[src/rtl/dmem_bus_bridge.sv]
// -----------------------------------------------------------------------------
// dmem_bus_bridge
//   Converts the MEM stage's single-cycle data-memory request into a two-phase
//   address/data bus handshake. The pipeline is stalled while an access is in
//   flight. The raw 32-bit read word is handed back for byte/half extraction.
//   The bridge also handles flushes from the exception unit and has a bus
//   watchdog that forces completion with an error pulse.
//
// Ports
//   cpu_clk_50M, cpu_rst         clock, synchronous active-high reset
//   mem_ce_i/we_i/sel_i          MEM-stage request (level, stable while stalled)
//   mem_addr_i/data_i            byte address and lane-aligned store data
//   flush_i                      pipeline flush (exception / eret)
//   stall_req_o                  stall request to the pipeline controller
//   rdata_o                      last completed load word
//   bus_err_o                    one-cycle pulse on watchdog expiry
//   bus_req_o/wr_o/be_o/addr_o/wdata_o   address-phase outputs (ADDR only)
//   bus_addr_ok_i, bus_data_ok_i, bus_rdata_i   bus handshake inputs
// -----------------------------------------------------------------------------
module dmem_bus_bridge #(
    parameter int TIMEOUT_CYC = 256,
    parameter int CNT_W       = 9
) (
    input  logic        cpu_clk_50M,
    input  logic        cpu_rst,
    input  logic        mem_ce_i,
    input  logic        mem_we_i,
    input  logic [3:0]  mem_sel_i,
    input  logic [31:0] mem_addr_i,
    input  logic [31:0] mem_data_i,
    input  logic        flush_i,
    output logic        stall_req_o,
    output logic [31:0] rdata_o,
    output logic        bus_err_o,
    output logic        bus_req_o,
    output logic        bus_wr_o,
    output logic [3:0]  bus_be_o,
    output logic [31:0] bus_addr_o,
    output logic [31:0] bus_wdata_o,
    input  logic        bus_addr_ok_i,
    input  logic        bus_data_ok_i,
    input  logic [31:0] bus_rdata_i
);

    typedef enum logic [2:0] {
        S_IDLE,
        S_ADDR,
        S_DATA,
        S_DRAIN,
        S_DONE
    } state_t;

    state_t            r_state;
    state_t            w_next;

    logic              r_wr;
    logic [3:0]        r_be;
    logic [31:0]       r_addr;
    logic [31:0]       r_wdata;
    logic [31:0]       r_rdata;
    logic [CNT_W-1:0]  r_cnt;

    logic              w_start;
    logic              w_busy;
    logic              w_expire;
    logic              w_timeout;
    logic              w_load_done;

    assign w_start  = mem_ce_i & ~flush_i;
    assign w_busy   = (r_state == S_ADDR) | (r_state == S_DATA) | (r_state == S_DRAIN);
    assign w_expire = w_busy & (r_cnt == CNT_W'(TIMEOUT_CYC - 1));

    // A handshake arriving on the expiry cycle wins; only a genuinely stuck
    // phase is reported as a bus error.
    assign w_timeout = w_expire
                     & ~((r_state == S_ADDR) & bus_addr_ok_i)
                     & ~(((r_state == S_DATA) | (r_state == S_DRAIN)) & bus_data_ok_i);

    // Load data is only captured when the access really completes and the
    // pipeline has not been flushed underneath it.
    assign w_load_done = (r_state == S_DATA) & bus_data_ok_i & ~flush_i & ~r_wr;

    // ---------------------------------------------------------------- next state
    always_comb begin
        w_next = r_state;
        unique case (r_state)
            S_IDLE: begin
                if (w_start) w_next = S_ADDR;
            end
            S_ADDR: begin
                // addr_ok beats flush: once the bus has the address, the data
                // phase must be seen through (or drained).
                if (bus_addr_ok_i)  w_next = S_DATA;
                else if (w_timeout) w_next = S_DONE;
                else if (flush_i)   w_next = S_IDLE;
            end
            S_DATA: begin
                if (bus_data_ok_i)  w_next = flush_i ? S_IDLE : S_DONE;
                else if (w_timeout) w_next = S_DONE;
                else if (flush_i)   w_next = S_DRAIN;
            end
            S_DRAIN: begin
                if (bus_data_ok_i | w_timeout) w_next = S_IDLE;
            end
            S_DONE: begin
                w_next = S_IDLE;
            end
            default: w_next = S_IDLE;
        endcase
    end

    // ---------------------------------------------------------------- outputs
    always_comb begin
        stall_req_o = 1'b0;
        bus_req_o   = 1'b0;
        bus_wr_o    = 1'b0;
        bus_be_o    = 4'b0000;
        bus_addr_o  = 32'h0;
        bus_wdata_o = 32'h0;
        unique case (r_state)
            S_IDLE:  stall_req_o = w_start;
            S_ADDR: begin
                stall_req_o = 1'b1;
                bus_req_o   = 1'b1;
                bus_wr_o    = r_wr;
                bus_be_o    = r_be;
                bus_addr_o  = r_addr;
                bus_wdata_o = r_wdata;
            end
            S_DATA:  stall_req_o = 1'b1;
            S_DRAIN: stall_req_o = 1'b1;
            S_DONE:  stall_req_o = 1'b0;
            default: stall_req_o = 1'b0;
        endcase
    end

    assign bus_err_o = w_timeout;
    assign rdata_o   = r_rdata;

    // ---------------------------------------------------------------- state regs
    always_ff @(posedge cpu_clk_50M) begin
        if (cpu_rst) begin
            r_state <= S_IDLE;
            r_wr    <= 1'b0;
            r_be    <= 4'b0000;
            r_addr  <= 32'h0;
            r_wdata <= 32'h0;
            r_rdata <= 32'h0;
            r_cnt   <= '0;
        end else begin
            r_state <= w_next;

            if ((r_state == S_IDLE) && w_start) begin
                r_wr    <= mem_we_i;
                r_be    <= mem_sel_i;
                r_addr  <= {mem_addr_i[31:2], 2'b00};
                r_wdata <= mem_data_i;
            end

            // Watchdog restarts for each bus phase; DRAIN keeps counting from
            // the DATA phase so a dead bus cannot hold the pipeline forever.
            if (((r_state == S_IDLE) && (w_next == S_ADDR)) ||
                ((r_state == S_ADDR) && (w_next == S_DATA)))
                r_cnt <= '0;
            else if (w_busy)
                r_cnt <= r_cnt + 1'b1;

            if (w_load_done)
                r_rdata <= bus_rdata_i;
            else if (w_timeout && !r_wr && (r_state != S_DRAIN))
                r_rdata <= 32'h0;
        end
    end

endmodule

[config.mk]
export PLATFORM = sky130hd
export DESIGN_NAME = dmem_bus_bridge
export DESIGN_NICKNAME = d
export VERILOG_FILES = /design/src/rtl/dmem_bus_bridge.sv
export SDC_FILE = /design/constraint.sdc
export NUM_CORES = 1
export LEC_CHECK = 0
export ABC_AREA = 1
export CAP_MARGIN = 20
export CORE_MARGIN = 4
export CORE_UTILIZATION = 42
export CTS_CLUSTER_DIAMETER = 60
export DETAILED_ROUTE_END_ITERATION = 8
export PLACE_DENSITY_LB_ADDON = 0.12
export SKIP_LAST_GASP = 1
export SLEW_MARGIN = 20
export SYNTH_ARGS = -nofsm -noshare
export SYNTH_HDL_FRONTEND = slang
export SYNTH_SLANG_ARGS = --single-unit
[constraint.sdc]
create_clock -name cpu_clk_50M -period 1.9 [get_ports cpu_clk_50M]
set_input_delay 0.285 -clock cpu_clk_50M [delete_from_list [all_inputs] [get_ports cpu_clk_50M]]
set_output_delay 0.285 -clock cpu_clk_50M [all_outputs]
set_load 0.02 [all_outputs]
Yosys cells after proc, flatten, opt, wreduce, memory -nomap -nowiden --
Cells that the tools add are included.
Storage, ports and cells: word-level logic and storage cells 61, bits of input ports 107, output and inout bits 104, flip-flop bits (word level) 111
Operators by class: eq/ne operators 7, muxes and demuxes 18, add/subtract/negate cells 1, reductions and logical operators 11, bitwise logic cells 17
Operator list (number):
- $mux W32 | 4
- $mux W3 | 9
- $pmux W3 S4 | 1
- $add A9 B1 Y9 const B | 1
- $and A1 B1 Y1 | 9
- $eq A3 B2 Y1 const B | 3
- $eq A9 B8 Y1 const B | 1
- $eq A3 B1 Y1 const B | 2
- $logic_and A1 B1 Y1 | 5
- $mux W4 | 1
- $not A1 Y1 | 4
- $or A1 B1 Y1 | 4
- $logic_not A3 Y1 | 1
- $ne A3 B2 Y1 const B | 1
- $reduce_or A3 Y1 | 1
- $mux W1 | 2
- $pmux W1 S2 | 1
- $reduce_bool A2 Y1 | 1
- $reduce_or A2 Y1 | 1
- $logic_not A1 Y1 | 1
- $logic_or A1 B1 Y1 | 1

Depth between registers and ports, before layout --
Gate-level depths: netlist of the first run.
depth after elaboration 13, mapped depth 11

Least setup slack after synthesis of the first run --
No wires, ideal clock.
kind reg2reg, start point reg r_cnt[0], end point reg r_rdata[14], in the netlist rdata_o[14], setup time 0.141 ns, slack 0.262 ns, cell stages (with the launch flop) 11, path buffers 1, data arrival time 1.497 ns, cell sequence dfxtp_1 -> ha_1 -> nand3_1 -> nor3_1 -> ha_1 -> inv_1 -> nor2_2 -> nand4_2 -> buf_6 -> nand3_1 -> a21oi_2
On the way: longest elaborated chain between the ends 7
RTL lines:
- from (decl) | RTL line 61 | logic [CNT_W-1:0] r_cnt;
- from (signal assigned) | RTL line 166 | r_cnt <= r_cnt + 1'b1;
- $eq A9 B8 Y1 | RTL line 71 | assign w_expire = w_busy & (r_cnt == CNT_W'(TIMEOUT_CYC - 1));
- $and A1 B1 Y1 | RTL line 71
- $and A1 B1 Y1 | RTL line 76 | & ~((r_state == S_ADDR) & bus_addr_ok_i)
- $and A1 B1 Y1 | RTL line 77 | & ~(((r_state == S_DATA) | (r_state == S_DRAIN)) & bus_data_ok_i);
- $logic_and A1 B1 Y1 (2 in series) | RTL line 170 | else if (w_timeout && !r_wr && (r_state != S_DRAIN))
- $reduce_bool A2 Y1 (no source line)
- to (signal assigned) | RTL line 169 | r_rdata <= bus_rdata_i;
- to (decl) | RTL line 60 | logic [31:0] r_rdata;
Every way passes these cells. A chain may end at the register's enable or synchronous reset.

Worst setup path after layout of the first run --
start point reg r_cnt[1], end point out bus_err_o
On the way: longest elaborated chain between the ends 4
RTL lines:
- $eq A9 B8 Y1 | RTL line 71
- $and A1 B1 Y1 | RTL line 71
- $and A1 B1 Y1 | RTL line 76
- $and A1 B1 Y1 | RTL line 77
- to (decl) | RTL line 34 | output logic bus_err_o,
Every way passes these cells.

==> results of run 1 <==
-- path summary, 6_finish.rpt --
kind / to / slack [ns]
setup / recovery: bus_err_o / -0.07
hold / removal: r_wdata[23]$_SDFFE_PP0P_ / 0.45
setup reg to reg: rdata_o[22]$_SDFFE_PP0P_ / 0.09
hold reg to reg: r_wdata[23]$_SDFFE_PP0P_ / 0.45
-- layer usage --
layer,up-vias,track usage (%),routed length (um)
met1,2027,23.5,5300
met4,0,5.53,223
met2,147,33.7,6470
met3,16,5.98,1030
met5,-,0,0
li1,2367,-,-
-- worst max-delay path: stages, from the launching register on --
cell,delay [ns]
sky130_fd_sc_hd__dfxtp_2,0.36
sky130_fd_sc_hd__ha_4,0.14
sky130_fd_sc_hd__nand3_2,0.07
sky130_fd_sc_hd__nor3_2,0.17
sky130_fd_sc_hd__ha_2,0.19
sky130_fd_sc_hd__inv_2,0.04
sky130_fd_sc_hd__nor2_4,0.08
sky130_fd_sc_hd__nand3_2,0.09
sky130_fd_sc_hd__inv_2,0.07
sky130_fd_sc_hd__buf_6,0.11
-- flip-flops by register name (all words and copies together) (netlist names) --
name and count:
r_cnt 9, r_wr 1, rdata_o 32, r_be 4, r_state 3, r_wdata 32, r_addr 30
-- cell families after synthesis --
logic type / count (synthesis)
AOI/OAI and AO/OA: 178
xor gates and xnor gates: 3
adders and majority gates: 2
buffers and inverters: 129
DFF: 111
other: 1
and+or+nand+nor: 187
-- layout by cell type, fill, tap and decap left out, drive strengths merged, types with 4 or more instances in the layout --
cell type / synthesis / routed
nor3: 4 / 4
clkdlybuf4s50: 0 / 136
dfxtp: 111 / 111
dlygate4sd2: 0 / 12
nand3: 38 / 38
a21oi: 107 / 107
o21ai: 69 / 69
nor2: 85 / 85
buf: 29 / 37
clkdlybuf4s15: 0 / 30
inv: 83 / 82
nand2: 57 / 57
clkbuf: 16 / 41
-- where the power goes --
group	switching (mW)	internal [mW]	leakage, nW	total (mW)
clock	0.775	0.518	0.0788	1.29
sequential	0.0312	2.44	0.908	2.47
combinational	0.341	0.346	1.71	0.688
-- what timing repair did --
item | in CTS | in global routing
gates cloned | 0 | 2
setup endpoints to repair | 70 | 101
setup buffers | 0 | 4
pin swaps | 0 | 5
resized for setup | 137 | 60
-- layout make-up --
type                            count  area [um^2]
Tap cell                          136          170
Clock buffer                       12          145
Fill cell                         876         3410
Clock inverter                      4         31.3
Multi-Input combinational cell    372         1880
Sequential cell                   111         2230
Inverter                           84          317
Timing Repair Buffer              244         2330
-- through the flow --
| step | total power, mW | setup slack, ns | area (um^2) | hold WS, ns |
|---|---|---|---|---|
| final | 4.45 | -0.0670 | 7100 | 0.455 |
| after CTS | 4.49 | -0.227 | 7070 | 0.457 |
| after detailed placement | 3.22 | -0.249 | 6900 | 0.443 |
| after global placement | 3.21 | -0.237 | 6900 | 0.437 |
| after global routing | 4.67 | -0.212 | 7100 | 0.462 |
| after floorplan | 2.85 | 0.262 | 4600 | 0.426 |
==> Flow_metrics.wiki, run 1 <==
{| class="wikitable"
! Metric !! Value
|-
| Outcome || finished with violations
|-
| Violated checks || setup timing
|-
| Count of final setup violators || 1
|-
| Total CTS buffers || 9
|-
| Area leader, netlist || sky130_fd_sc_hd__dfxtp_1
|-
| Class of the tightest hold or removal check || flip-flop to flip-flop
|-
| Synthesized instance count || 611
|-
| Buffers on Ports || 206
|-
| TritonCTS Sinks || 111
|-
| Setup clock skew after layout || 0.0153 ns
|-
| Core Box Area || 10500 um^2
|-
| Clock tree from TritonCTS || built
|-
| Worst reg2reg path startpoint || r_cnt[1]$_SDFFE_PP0N_
|-
| Static power due to leakage || 2.70 nW
|-
| Count of flip-flops with a built-in enable after synthesis || 0
|-
| Class of the most critical setup path || flip-flop to output pin
|-
| Final critical path time including I/O delays and setup || a little under 2 ns
|-
| Relative area change from synthesis to final layout || 54.4%
|-
| Post-synthesis area per instance || 7.53 um^2
|-
| Share of the synthesized area in compound gates (AO/OA/AOI/OAI) || 20.4%
|-
| Predominant post-synthesis flop cell || sky130_fd_sc_hd__dfxtp_1
|-
| Cell area after synthesis || 4600 um^2
|-
| Seq/Total Area, Yosys || around half
|-
| WL per Instance || 13.5 um
|-
| Leftover overflow at the end of global routing || 0
|-
| Share of synthesized area spent on multiplexers || 0%
|-
| Maximum clock rate || ~0.51 GHz
|-
| Fraction of synthesized cell area taken by the top area cell type || 48.3%
|-
| Final number of hold-violating endpoints || 0
|-
| Final slew viol count || 0
|-
| Crit-path max FO || 2
|-
| DRT Wirelength || roughly 13 mm
|-
| Cell depth of the worst min-delay path || 2
|-
| Basic-gate share of the synthesized area counting and, or, nand and nor cells || 17.7%
|-
| Xor/xnor share of the synthesized area || 0.571%
|-
| Dominant cells by area after synthesis || sky130_fd_sc_hd__dfxtp_1 (48%), sky130_fd_sc_hd__a21oi_1 (10%), sky130_fd_sc_hd__inv_1 (6.6%), sky130_fd_sc_hd__nor2_1 (6.5%), sky130_fd_sc_hd__o21ai_0 (5.4%)
|-
| Non-filler instance count after layout || around 960
|-
| Crit path DAT || 1.68 ns
|-
| Root buf cell || sky130_fd_sc_hd__clkbuf_8
|-
| H-tree level count || 3
|-
| Mean number of vias per cell || 4.73
|-
| Cell depth of the worst flop-to-flop path || 11
|-
| Data required, critical path || 1.62 ns
|-
| Synth cell count leaders || sky130_fd_sc_hd__dfxtp_1 (111), sky130_fd_sc_hd__a21oi_1 (96), sky130_fd_sc_hd__inv_1 (81), sky130_fd_sc_hd__nor2_1 (80), sky130_fd_sc_hd__nand2_1 (55)
|-
| Cell with the most instances after synthesis || sky130_fd_sc_hd__dfxtp_1
|-
| Layout cell share with drive strength beyond 1 || 16.4%
|-
| Via count of the routed design || 4557
|-
| Maxcap violations || 0
|-
| Cell Count Post-Placement || 943
|-
| Area of the die || 12700 um^2
|-
| Maximum number of pins on one net before global-route repair || between 60 and 70
|-
| GP Congestion || 0.859
|-
| Combinational family with the most area after synthesis || compound AO/OA/AOI/OAI gates
|-
| Yosys warnings || 0
|-
| Post-route antenna net violation count || 0
|-
| Final Util || ~68%
|-
| Clock-pin transition on the worst setup and hold timing paths || ~0.1 ns
|-
| Number of antenna cells inserted || 0
|-
| Post-detailed-placement half-perimeter wirelength || around 9.5 mm
|-
| Ys async rst share || 0%
|-
| GRT Total Usage || 19.5%
|-
| Antenna violations before repair || 0
|-
| Final routed DRC violation total || 0
|-
| Global-route wire length before repair || ~21 mm
|-
| Flip-flop and latch count after synthesis || 111
|-
| Number of placement rows || 37
|-
| Iteration-0 DRC count of the detailed router || 205
|-
| Peak supply drop || 0.000346 V
|-
| Worst setup path start || r_cnt[1]$_SDFFE_PP0N_
|-
| Iteration count of the initial detailed-routing pass || 4
|-
| CTS Buffer Depth || 2
|-
| I/O pins || 211
|-
| Unrepaired setup endpoints after global routing || true
|-
| Total power per unit cell area || ~630 nW/um^2
|-
| Startpoint of the lowest-slack hold path || r_wdata[23]$_SDFFE_PP0P_
|-
| Adder-Cell Fraction of Synth Area || 0.544%
|-
| Worst Setup End Kind || output pin
|-
| Number of buffers inserted by hold repair at cts || 0
|-
| Overall die width || 113 um
|-
| Initial cell density of the core || 43.8%
|-
| Yosys cell types || 30
|-
| Post-layout worst setup margin || -0.0670 ns
|-
| Vias in the first global route || between 4000 and 5000
|-
| Nets || just over 900
|-
| Share of the cycle needed by the critical path after routing || 104%
|-
| Sum of negative setup slack || -0.0670 ns
|-
| Die Span Y || 113 um
|-
| Kind of launch point of the worst setup path || flip-flop
|-
| Skew-Pair Late Insertion Delay || 0.36 ns
|}
Note: power is estimated with default switching activity, not from simulation.
==> run 2: changes to the inputs <==
--- a/config.mk
+++ b/config.mk
@@ -8,9 +8,10 @@
 export ABC_AREA = 1
 export CAP_MARGIN = 20
 export CORE_MARGIN = 4
-export CORE_UTILIZATION = 42
+export CORE_UTILIZATION = 60
 export CTS_CLUSTER_DIAMETER = 60
 export DETAILED_ROUTE_END_ITERATION = 8
+export DONT_BUFFER_PORTS = 1
 export PLACE_DENSITY_LB_ADDON = 0.12
 export SKIP_LAST_GASP = 1
 export SLEW_MARGIN = 20
==> run 2 against run 1 <==
Die area shrank 28%. The flow now finishes without violations. Non-clock buffer count shrank 157. Via count shrank 9.7%. Sequential cell count is the same. Highest routed layer unchanged. Largest cell class is now flip-flops and latches. Sequential power is essentially flat.
==> Flow_metrics.wiki, run 2 (synthesis gave the netlist of run 1 again) <==
{| class="wikitable"
! Metric !! Value
|-
| Clock-pin transition on the worst setup and hold timing paths || 0.11 ns
|-
| Number of placement rows || 31
|-
| GRT Total Usage || 24.9%
|-
| Area of the die || 9130 um^2
|-
| Total power per unit cell area || ~810 nW/um^2
|-
| Vias in the first global route || 3888
|-
| Static power due to leakage || 2.11 nW
|-
| Number of antenna cells inserted || 0
|-
| Root buf cell || sky130_fd_sc_hd__clkbuf_8
|-
| Maximum number of pins on one net before global-route repair || 68
|-
| Iteration-0 DRC count of the detailed router || roughly 150
|-
| Leftover overflow at the end of global routing || 0
|-
| Crit path DAT || 1.61 ns
|-
| Global-route wire length before repair || 18.0 mm
|-
| Mean number of vias per cell || 5.35
|-
| Maxcap violations || 0
|-
| Outcome || complete, no violations
|-
| Die Span Y || 95.6 um
|-
| DRT Wirelength || 11.5 mm
|-
| Maximum clock rate || ~0.53 GHz
|-
| Buffers on Ports || 0
|-
| Unrepaired setup endpoints after global routing || true
|-
| Total CTS buffers || 9
|-
| Class of the most critical setup path || flip-flop to output pin
|-
| Post-route antenna net violation count || 0
|-
| Post-detailed-placement half-perimeter wirelength || 8.26 mm
|-
| Share of the cycle needed by the critical path after routing || 99.6%
|-
| Count of final setup violators || 0
|-
| TritonCTS Sinks || 111
|-
| CTS Buffer Depth || 2
|-
| Final worst hold slack || between 0.05 and 0.06 ns
|-
| Initial cell density of the core || between 60% and 70%
|-
| Kind of launch point of the worst setup path || flip-flop
|-
| Most common cell after layout, fill and taps aside || sky130_fd_sc_hd__dfxtp_1
|-
| Via count of the routed design || 4115
|-
| Top library cells by usage in the layout, fill and taps aside || sky130_fd_sc_hd__dfxtp_1 (106), sky130_fd_sc_hd__a21oi_1 (96), sky130_fd_sc_hd__buf_4 (80), sky130_fd_sc_hd__inv_1 (79), sky130_fd_sc_hd__nor2_1 (79)
|-
| Skew-Pair Late Insertion Delay || between 0.3 and 0.4 ns
|-
| Worst Setup End Kind || output pin
|-
| Sum of negative setup slack || 0 ns
|-
| Overall die width || 95.6 um
|-
| WL per Instance || 15.0 um
|-
| GP Congestion || 0.878
|-
| Final slew viol count || 0
|-
| Layout cell share with drive strength beyond 1 || a little over a fifth
|-
| Crit-path max FO || 2
|-
| I/O pins || 211
|-
| Relative area change from synthesis to final layout || 18.8%
|-
| Nets || between 700 and 800
|-
| Final critical path time including I/O delays and setup || about 1.9 ns
|-
| Final number of hold-violating endpoints || 0
|-
| Clock tree from TritonCTS || built
|-
| Core Box Area || 7370 um^2
|-
| Setup clock skew after layout || 0.00802 ns
|-
| Antenna violations before repair || 0
|-
| Final Util || 74.1%
|-
| Peak supply drop || approximately 0.00051 V
|-
| H-tree level count || 3
|-
| Final routed DRC violation total || 0
|-
| Data required, critical path || roughly 1.6 ns
|-
| Class of the tightest hold or removal check || input pin to flip-flop
|-
| Iteration count of the initial detailed-routing pass || 5
|}
## run 2: changes by cell type in the layout (fill, tap and decap cells not counted), sizes merged
cell / previous run / this run
clkdlybuf4s50: 136 / 0
buf: 37 / 87
clkbuf: 41 / 9
clkdlybuf4s15: 30 / 0
dlygate4sd2: 12 / 0
inv: 82 / 87
clkinvlp: 3 / 0
bufinv: 0 / 1
## run 2: cell type report
type / instances / area (um^2)
Clock buffer: 9 / 124
Timing Repair Buffer: 87 / 732
Clock inverter: 7 / 85.1
Inverter: 84 / 319
Sequential cell: 111 / 2230
Fill cell: 581 / 1910
Multi-Input combinational cell: 372 / 1850
Tap cell: 99 / 124
## run 2: worst paths after layout
path / startpoint / to / slack, ns / cells after the start
worst max-delay path: r_cnt[1]$_SDFFE_PP0N_ / bus_err_o / 0.008 / 8
worst min-delay path: bus_rdata_i[24] / rdata_o[24]$_SDFFE_PP0P_ / 0.05 / 2
worst max register to register: r_cnt[1]$_SDFFE_PP0N_ / rdata_o[13]$_SDFFE_PP0P_ / 0.11 / 12
worst min register to register: r_wdata[8]$_SDFFE_PP0P_ / r_wdata[8]$_SDFFE_PP0P_ / 0.46 / 2
## run 2: repair_timing
action / CTS / global route
hold endpoints to repair: 34 / 0
setup endpoints to repair: 3 / 30
setup buffers: 6 / 1
pin swaps: 4 / 1
hold buffers: 1 / 0
gates resized for setup: 13 / 4
## run 2: per-stage QoR
step	cells	total power [mW]	setup WS, ns	instance area [um^2]
2_1_floorplan	612	2.85	0.262	4600
3_3_place_gp	745	2.94	0.169	5130
3_5_place_dp	745	2.96	0.132	5130
4_1_cts	768	4.43	-0.0292	5450
5_1_grt	769	4.61	-0.0900	5460
6_report	769	4.40	0.00824	5460
## run 2: layer usage
| layer | GRT usage, % | share of wire, % | vias up |
|---|---|---|---|
| li1 | - | - | 2056 |
| met1 | 28.4 | 38 | 1887 |
| met2 | 42.3 | 50 | 153 |
| met3 | 9.00 | 10 | 19 |
| met4 | 9.24 | 2.1 | 0 |
| met5 | 0 | 0 | - |
## run 2: power by group
group          internal, mW  leakage, nW  switching [mW]
sequential             2.44        0.910          0.0399
clock                 0.639        0.107           0.833
combinational         0.154         1.10           0.295
total                  3.23         2.11            1.17
## run 2: critical path: stages, from the launching register on
cell and delay [ns]:
sky130_fd_sc_hd__dfxtp_2 0.38, sky130_fd_sc_hd__ha_4 0.14, sky130_fd_sc_hd__nand3_1 0.08, sky130_fd_sc_hd__nor3_2 0.13, sky130_fd_sc_hd__ha_2 0.19, sky130_fd_sc_hd__inv_2 0.04, sky130_fd_sc_hd__nor2_4 0.08, sky130_fd_sc_hd__nand3_2 0.10
sky130_fd_sc_hd__inv_4 0.11
